File: src/rtl/imm_gen_pipe.sv
// Pipelined RV32/RV64 immediate generator: decode at stage 0, valid/ready register stages,
// synchronous flush and a saturating illegal-result counter. Optional macro: IMM_GEN_ZICSR_EN.
module imm_gen_pipe #(
  parameter int XLEN   = 32,
  parameter int STAGES = 1,
  parameter int CNT_W  = 16
) (
  input  logic             clk,
  input  logic             rst_n,
  input  logic             flush,
  input  logic             in_valid,
  output logic             in_ready,
  input  logic [31:0]      in_instr,
  output logic             out_valid,
  input  logic             out_ready,
  output logic [XLEN-1:0]  out_imm,
  output logic [2:0]       out_fmt,
  output logic             out_illegal,
  output logic [CNT_W-1:0] illegal_cnt
);

  localparam logic [2:0] FMT_R   = 3'd0;
  localparam logic [2:0] FMT_I   = 3'd1;
  localparam logic [2:0] FMT_S   = 3'd2;
  localparam logic [2:0] FMT_B   = 3'd3;
  localparam logic [2:0] FMT_U   = 3'd4;
  localparam logic [2:0] FMT_J   = 3'd5;
  localparam logic [2:0] FMT_Z   = 3'd6;
  localparam logic [2:0] FMT_ILL = 3'd7;

  logic [31:0]     imm32;
  logic [XLEN-1:0] dec_imm;
  logic [2:0]      dec_fmt;
  logic            dec_ill;

  // Every format fits in 32 bits; one sign extension to XLEN covers RV64 too.
  // zimm has a zero bit 31, so the same extension zero-extends it.
  always_comb begin
    imm32   = '0;
    dec_fmt = FMT_ILL;
    case (in_instr[6:0])
      7'b0110011: dec_fmt = FMT_R;
      7'b0000011, 7'b0010011, 7'b1100111, 7'b0001111: begin
        dec_fmt = FMT_I;
        imm32   = {{20{in_instr[31]}}, in_instr[31:20]};
      end
      7'b0100011: begin
        dec_fmt = FMT_S;
        imm32   = {{20{in_instr[31]}}, in_instr[31:25], in_instr[11:7]};
      end
      7'b1100011: begin
        dec_fmt = FMT_B;
        imm32   = {{19{in_instr[31]}}, in_instr[31], in_instr[7], in_instr[30:25],
                   in_instr[11:8], 1'b0};
      end
      7'b0110111, 7'b0010111: begin
        dec_fmt = FMT_U;
        imm32   = {in_instr[31:12], 12'b0};
      end
      7'b1101111: begin
        dec_fmt = FMT_J;
        imm32   = {{11{in_instr[31]}}, in_instr[31], in_instr[19:12], in_instr[20],
                   in_instr[30:21], 1'b0};
      end
      7'b1110011: begin
`ifdef IMM_GEN_ZICSR_EN
        if (in_instr[14:12] != 3'b000) begin
          dec_fmt = FMT_Z;
          imm32   = {27'b0, in_instr[19:15]};
        end else begin
          dec_fmt = FMT_I;
          imm32   = {{20{in_instr[31]}}, in_instr[31:20]};
        end
`else
        dec_fmt = FMT_I;
        imm32   = {{20{in_instr[31]}}, in_instr[31:20]};
`endif
      end
      7'b0111011: begin
        if (XLEN == 64) dec_fmt = FMT_R;
      end
      7'b0011011: begin
        if (XLEN == 64) begin
          dec_fmt = FMT_I;
          imm32   = {{20{in_instr[31]}}, in_instr[31:20]};
        end
      end
      default: ;
    endcase
    dec_ill = (dec_fmt == FMT_ILL);
    dec_imm = XLEN'($signed(imm32));
  end

  logic [STAGES-1:0] vld;
  logic [STAGES-1:0] ld;
  logic [STAGES-1:0] ill_q;
  logic [XLEN-1:0]   imm_q [STAGES];
  logic [2:0]        fmt_q [STAGES];
  logic              ld_acc;

  // A stage loads if it or any stage downstream is empty, or the consumer takes the head.
  always_comb begin
    ld     = '0;
    ld_acc = out_ready;
    for (int k = STAGES - 1; k >= 0; k--) begin
      ld_acc = ld_acc | ~vld[k];
      ld[k]  = ld_acc;
    end
  end

  assign in_ready = flush | ld[0];

  always_ff @(posedge clk or negedge rst_n) begin
    if (!rst_n) begin
      vld   <= '0;
      ill_q <= '0;
      for (int k = 0; k < STAGES; k++) begin
        imm_q[k] <= '0;
        fmt_q[k] <= '0;
      end
    end else if (flush) begin
      vld <= '0;
    end else begin
      if (ld[0]) begin
        vld[0]   <= in_valid;
        imm_q[0] <= dec_imm;
        fmt_q[0] <= dec_fmt;
        ill_q[0] <= dec_ill;
      end
      for (int k = 1; k < STAGES; k++) begin
        if (ld[k]) begin
          vld[k]   <= vld[k-1];
          imm_q[k] <= imm_q[k-1];
          fmt_q[k] <= fmt_q[k-1];
          ill_q[k] <= ill_q[k-1];
        end
      end
    end
  end

  assign out_valid   = vld[STAGES-1];
  assign out_imm     = imm_q[STAGES-1];
  assign out_fmt     = fmt_q[STAGES-1];
  assign out_illegal = ill_q[STAGES-1];

  // Counts delivered illegal results, including one handed over during a flush cycle.
  always_ff @(posedge clk or negedge rst_n) begin
    if (!rst_n) begin
      illegal_cnt <= '0;
    end else if (out_valid && out_ready && out_illegal && (illegal_cnt != '1)) begin
      illegal_cnt <= illegal_cnt + 1'b1;
    end
  end

endmodule

File: config.mk
export PLATFORM = sky130hd
export DESIGN_NAME = imm_gen_pipe
export DESIGN_NICKNAME = d
export VERILOG_FILES = /design/src/rtl/imm_gen_pipe.sv
export SDC_FILE = /design/constraint.sdc
export NUM_CORES = 1
export LEC_CHECK = 0
export ABC_AREA = 1
export ABC_CLOCK_PERIOD_IN_PS = 4600
export BUFFER_PORTS_ARGS = -buffer_cell sky130_fd_sc_hd__buf_2
export CORE_MARGIN = 2
export CORE_UTILIZATION = 55
export CTS_CLUSTER_DIAMETER = 40
export DETAILED_ROUTE_END_ITERATION = 12
export PLACE_DENSITY = 0.85
export SKIP_CTS_REPAIR_TIMING = 1
export SLEW_MARGIN = 40
export SYNTH_ARGS = -nofsm -noshare
export SYNTH_HDL_FRONTEND = slang
export SYNTH_SLANG_ARGS = --single-unit
export TNS_END_PERCENT = 50
File: constraint.sdc
create_clock -name clk -period 4.6 [get_ports clk]
set_input_delay 0.92 -clock clk [delete_from_list [all_inputs] [get_ports clk]]
set_output_delay 0.92 -clock clk [all_outputs]
set_load 0.005 [all_outputs]
==> impl_metrics.py <==
metrics = {
    "setup_path": {
        "cp-start-kind": "primary input",
        "end_kind": "primary output",
        "crit_chain": "buf_2 -> inv_1 -> nand3_1 -> buf_2",
        "crit_type": "in2out",
        "critical_path_required_ps": 3680,
        "worstPathArrival_ps": 1330,
        "critPathSlowestCell": "buf_2",
        "crit_buf_inv": 3,
        "crit_top_cell": "buf_2",
        "max_stage_delay_ps": 130,
        "cp_top_family": "buffers and inverters",
        "worstPathMaxFanout": 3,
    },
    "floorplan": {
        "dieHeight_microns": 77.0,
        "rows": 26,
        "initial_utilization_pct": 57.0,
        "core_sq_mm": 0.00514,
        "pin_count": 91,
        "dieArea_sq_mm": 0.00593,
        "die_w_microns": 77.0,
    },
    "yosys": {
        "yosys_warnings": 0,
        "yosysUniqueCellTypes": 31,
        "syn_area_per_cell_sq_um": 7.38,
        "ys_seq_area_share_pct": 45.2,
        "synth-edff-count": 0,
        "synth-seq-cells": 53,
        "synthesis.area_sq_mm": 0.00293,
        "synthArstFlopShare_pct": 100,
        "synth_nets": 435,
        "syn_inst": 397,
        "yosys_most_used_dff": "dfrtp_1",
    },
    "finish": {
        "area_growth_pct": 20.4,
        "final_cell_mix": "nand2_1 (165), buf_2 (90), dfrtp_1 (53)",
        "drive_gt1_share_pct": 26.6,
        "final_core_util_pct": 68.7,
        "fillers": 444,
        "final_common_cell": "nand2_1",
        "layout.nets": 522,
        "fin_cells": 555,
        "antenna_cells": 0,
    },
    "hold_path": {
        "hold_class": "reg2reg",
    },
    "sta": {
        "min_period_ps": 2250,
        "setup_viol": 0,
        "relSlewSlack_pct": 56.3,
        "setup_ws_ps": 2350,
        "fmax_mhz": 445,
        "fin_crit_sh_pct": 48.9,
        "setup_tns_ps": 0,
        "finClkSkew_ps": 9.91,
        "slew_viol_final": 0,
        "hold_viol": 0,
        "worst_pin_slew_ps": 655,
        "rsz0062_at_grt": "no",
    },
    "global_routing": {
        "grt_pass1_wl_microns": 11700,
        "grt-ovfl-total": 0,
        "grt.total_usage_pct": 24.5,
        "grt_max_degree": 54,
        "antenna_found_initial": 0,
        "first_global_vias": 2672,
    },
    "placed_design": {
        "dp.cells": 547,
        "place_congestion": 0.929,
        "port_buffers": 90,
        "hpwlAfterDp_microns": 4910,
        "place_ws_ps": 2050,
    },
    "routing": {
        "avgViaCountPerCell": 5.08,
        "num_vias": 2821,
        "drc": 0,
        "first_iter_violations": 130,
        "wirelength_microns": 6740,
        "antenna_left": 0,
        "routedWlPerCell_microns": 12.1,
        "drt_first_pass_iters": 5,
    },
    "clock_tree": {
        "clkLatencyLatePin_ps": 310,
        "clk_pin_slew_worst_paths_ps": 90,
        "clock-root-buffer": "clkbuf_8",
        "cts_tree": "yes",
        "htreeDepth": 2,
        "cts_buffer_depth": 2,
        "clock_sinks": 53,
        "numCtsBuffers": 5,
    },
    "pwr": {
        "max-vdd-ir-drop_mv": 0.186,
        "power.leakage_nw": 2.11,
        "powerDensity_mw_per_mm2": 322,
    },
    "run_status": {
        "status": "finished clean",
    },
    "flow_run": {
        "drv_cap": 0,
    },
}
-- power breakdown --
group	total (mW)	internal (mW)	switching [mW]	leakage [nW]
Sequential	0.573	0.515	0.0575	0.699
Clock	0.330	0.177	0.153	0.0574
Combinational	0.234	0.0948	0.139	1.35
Total	1.14	0.787	0.349	2.11
-- metrics by stage --
step           total power, mW  hold slack, ps  cell area (sq um)
2_1_floorplan            0.705             472               2930
3_3_place_gp             0.802             461               3410
3_5_place_dp             0.813             460               3410
4_1_cts                   1.14             484               3530
5_1_grt                   1.20             511               3530
6_report                  1.14             479               3530
-- cell families (layout without fill, tap and decap cells) --
logic type	count (synthesis)	in the layout	share of synthesized area (%)
AOI/OAI and AO/OA	38	38	7.43
buffers and inverters	64	152	9.22
and+or+nand+nor	230	230	34.4
adders and majority gates	1	1	0.427
xor gates and xnor gates	11	11	3.29
DFF	53	53	45.2
-- final timing paths --
path                                     start               to  slack (ps)  cells after the start
worst max-delay path                     flush         in_ready        2350                      4
worst min-delay path                out_imm[4]       out_imm[4]         480                      2
worst max register to register  illegal_cnt[0]  illegal_cnt[14]        2750                      7
worst min register to register      out_imm[4]       out_imm[4]         480                      2
max in group asynchronous                rst_n       out_imm[4]        3430                      2
min in group asynchronous                rst_n   illegal_cnt[8]         690                      2
-- registers in the layout (all words and copies together) (netlist names) --
register     cells
out_illegal      1
out_fmt          3
out_imm         32
out_valid        1
illegal_cnt     16
-- final cells by class --
cell class	count	area, sq um	share of cell area (%)
multi-input combinational	280	1340	37.8
tap	70	87.6	2.48
sequential	53	1330	37.6
clock buffer	6	82.6	2.34
clock inverter	2	37.5	1.06
inverter	52	195	5.53
timing repair buffer	92	465	13.2
-- cell usage after synthesis (2+ instances only) --
cell | n | area share [%]
nand3_2 | 2 | 0.68
o21ai_0 | 17 | 2.9
nor3_1 | 3 | 0.51
o21ai_2 | 3 | 0.90
inv_2 | 10 | 1.3
nand2_2 | 4 | 0.85
nand3b_1 | 2 | 0.51
buf_2 | 3 | 0.51
inv_1 | 42 | 5.4
o21ai_1 | 16 | 2.7
nor2_1 | 16 | 2.0
nand2_1 | 165 | 21
xor2_1 | 10 | 3.0
buf_6 | 3 | 1.2
nand3_1 | 25 | 4.3
nand4_1 | 5 | 1.1
clkbuf_1 | 4 | 0.51
dfrtp_1 | 53 | 45
nor3_4 | 2 | 1.1
-- routing by layer --
metal	vias to the layer above	routed length [microns]	GRT usage, %
met4	0	136	9.11
li1	1397	-	-
met3	12	400	4.24
met1	1317	2870	30.8
met2	95	3330	42.5
met5	-	0	0
-- tightest hold or removal path: cells and delay by family (launching register included) --
kind,cells,cell delay (ps)
flip-flops,1,350
AND/OR/NAND/NOR,2,100
Power figures use the tool's default switching activity.
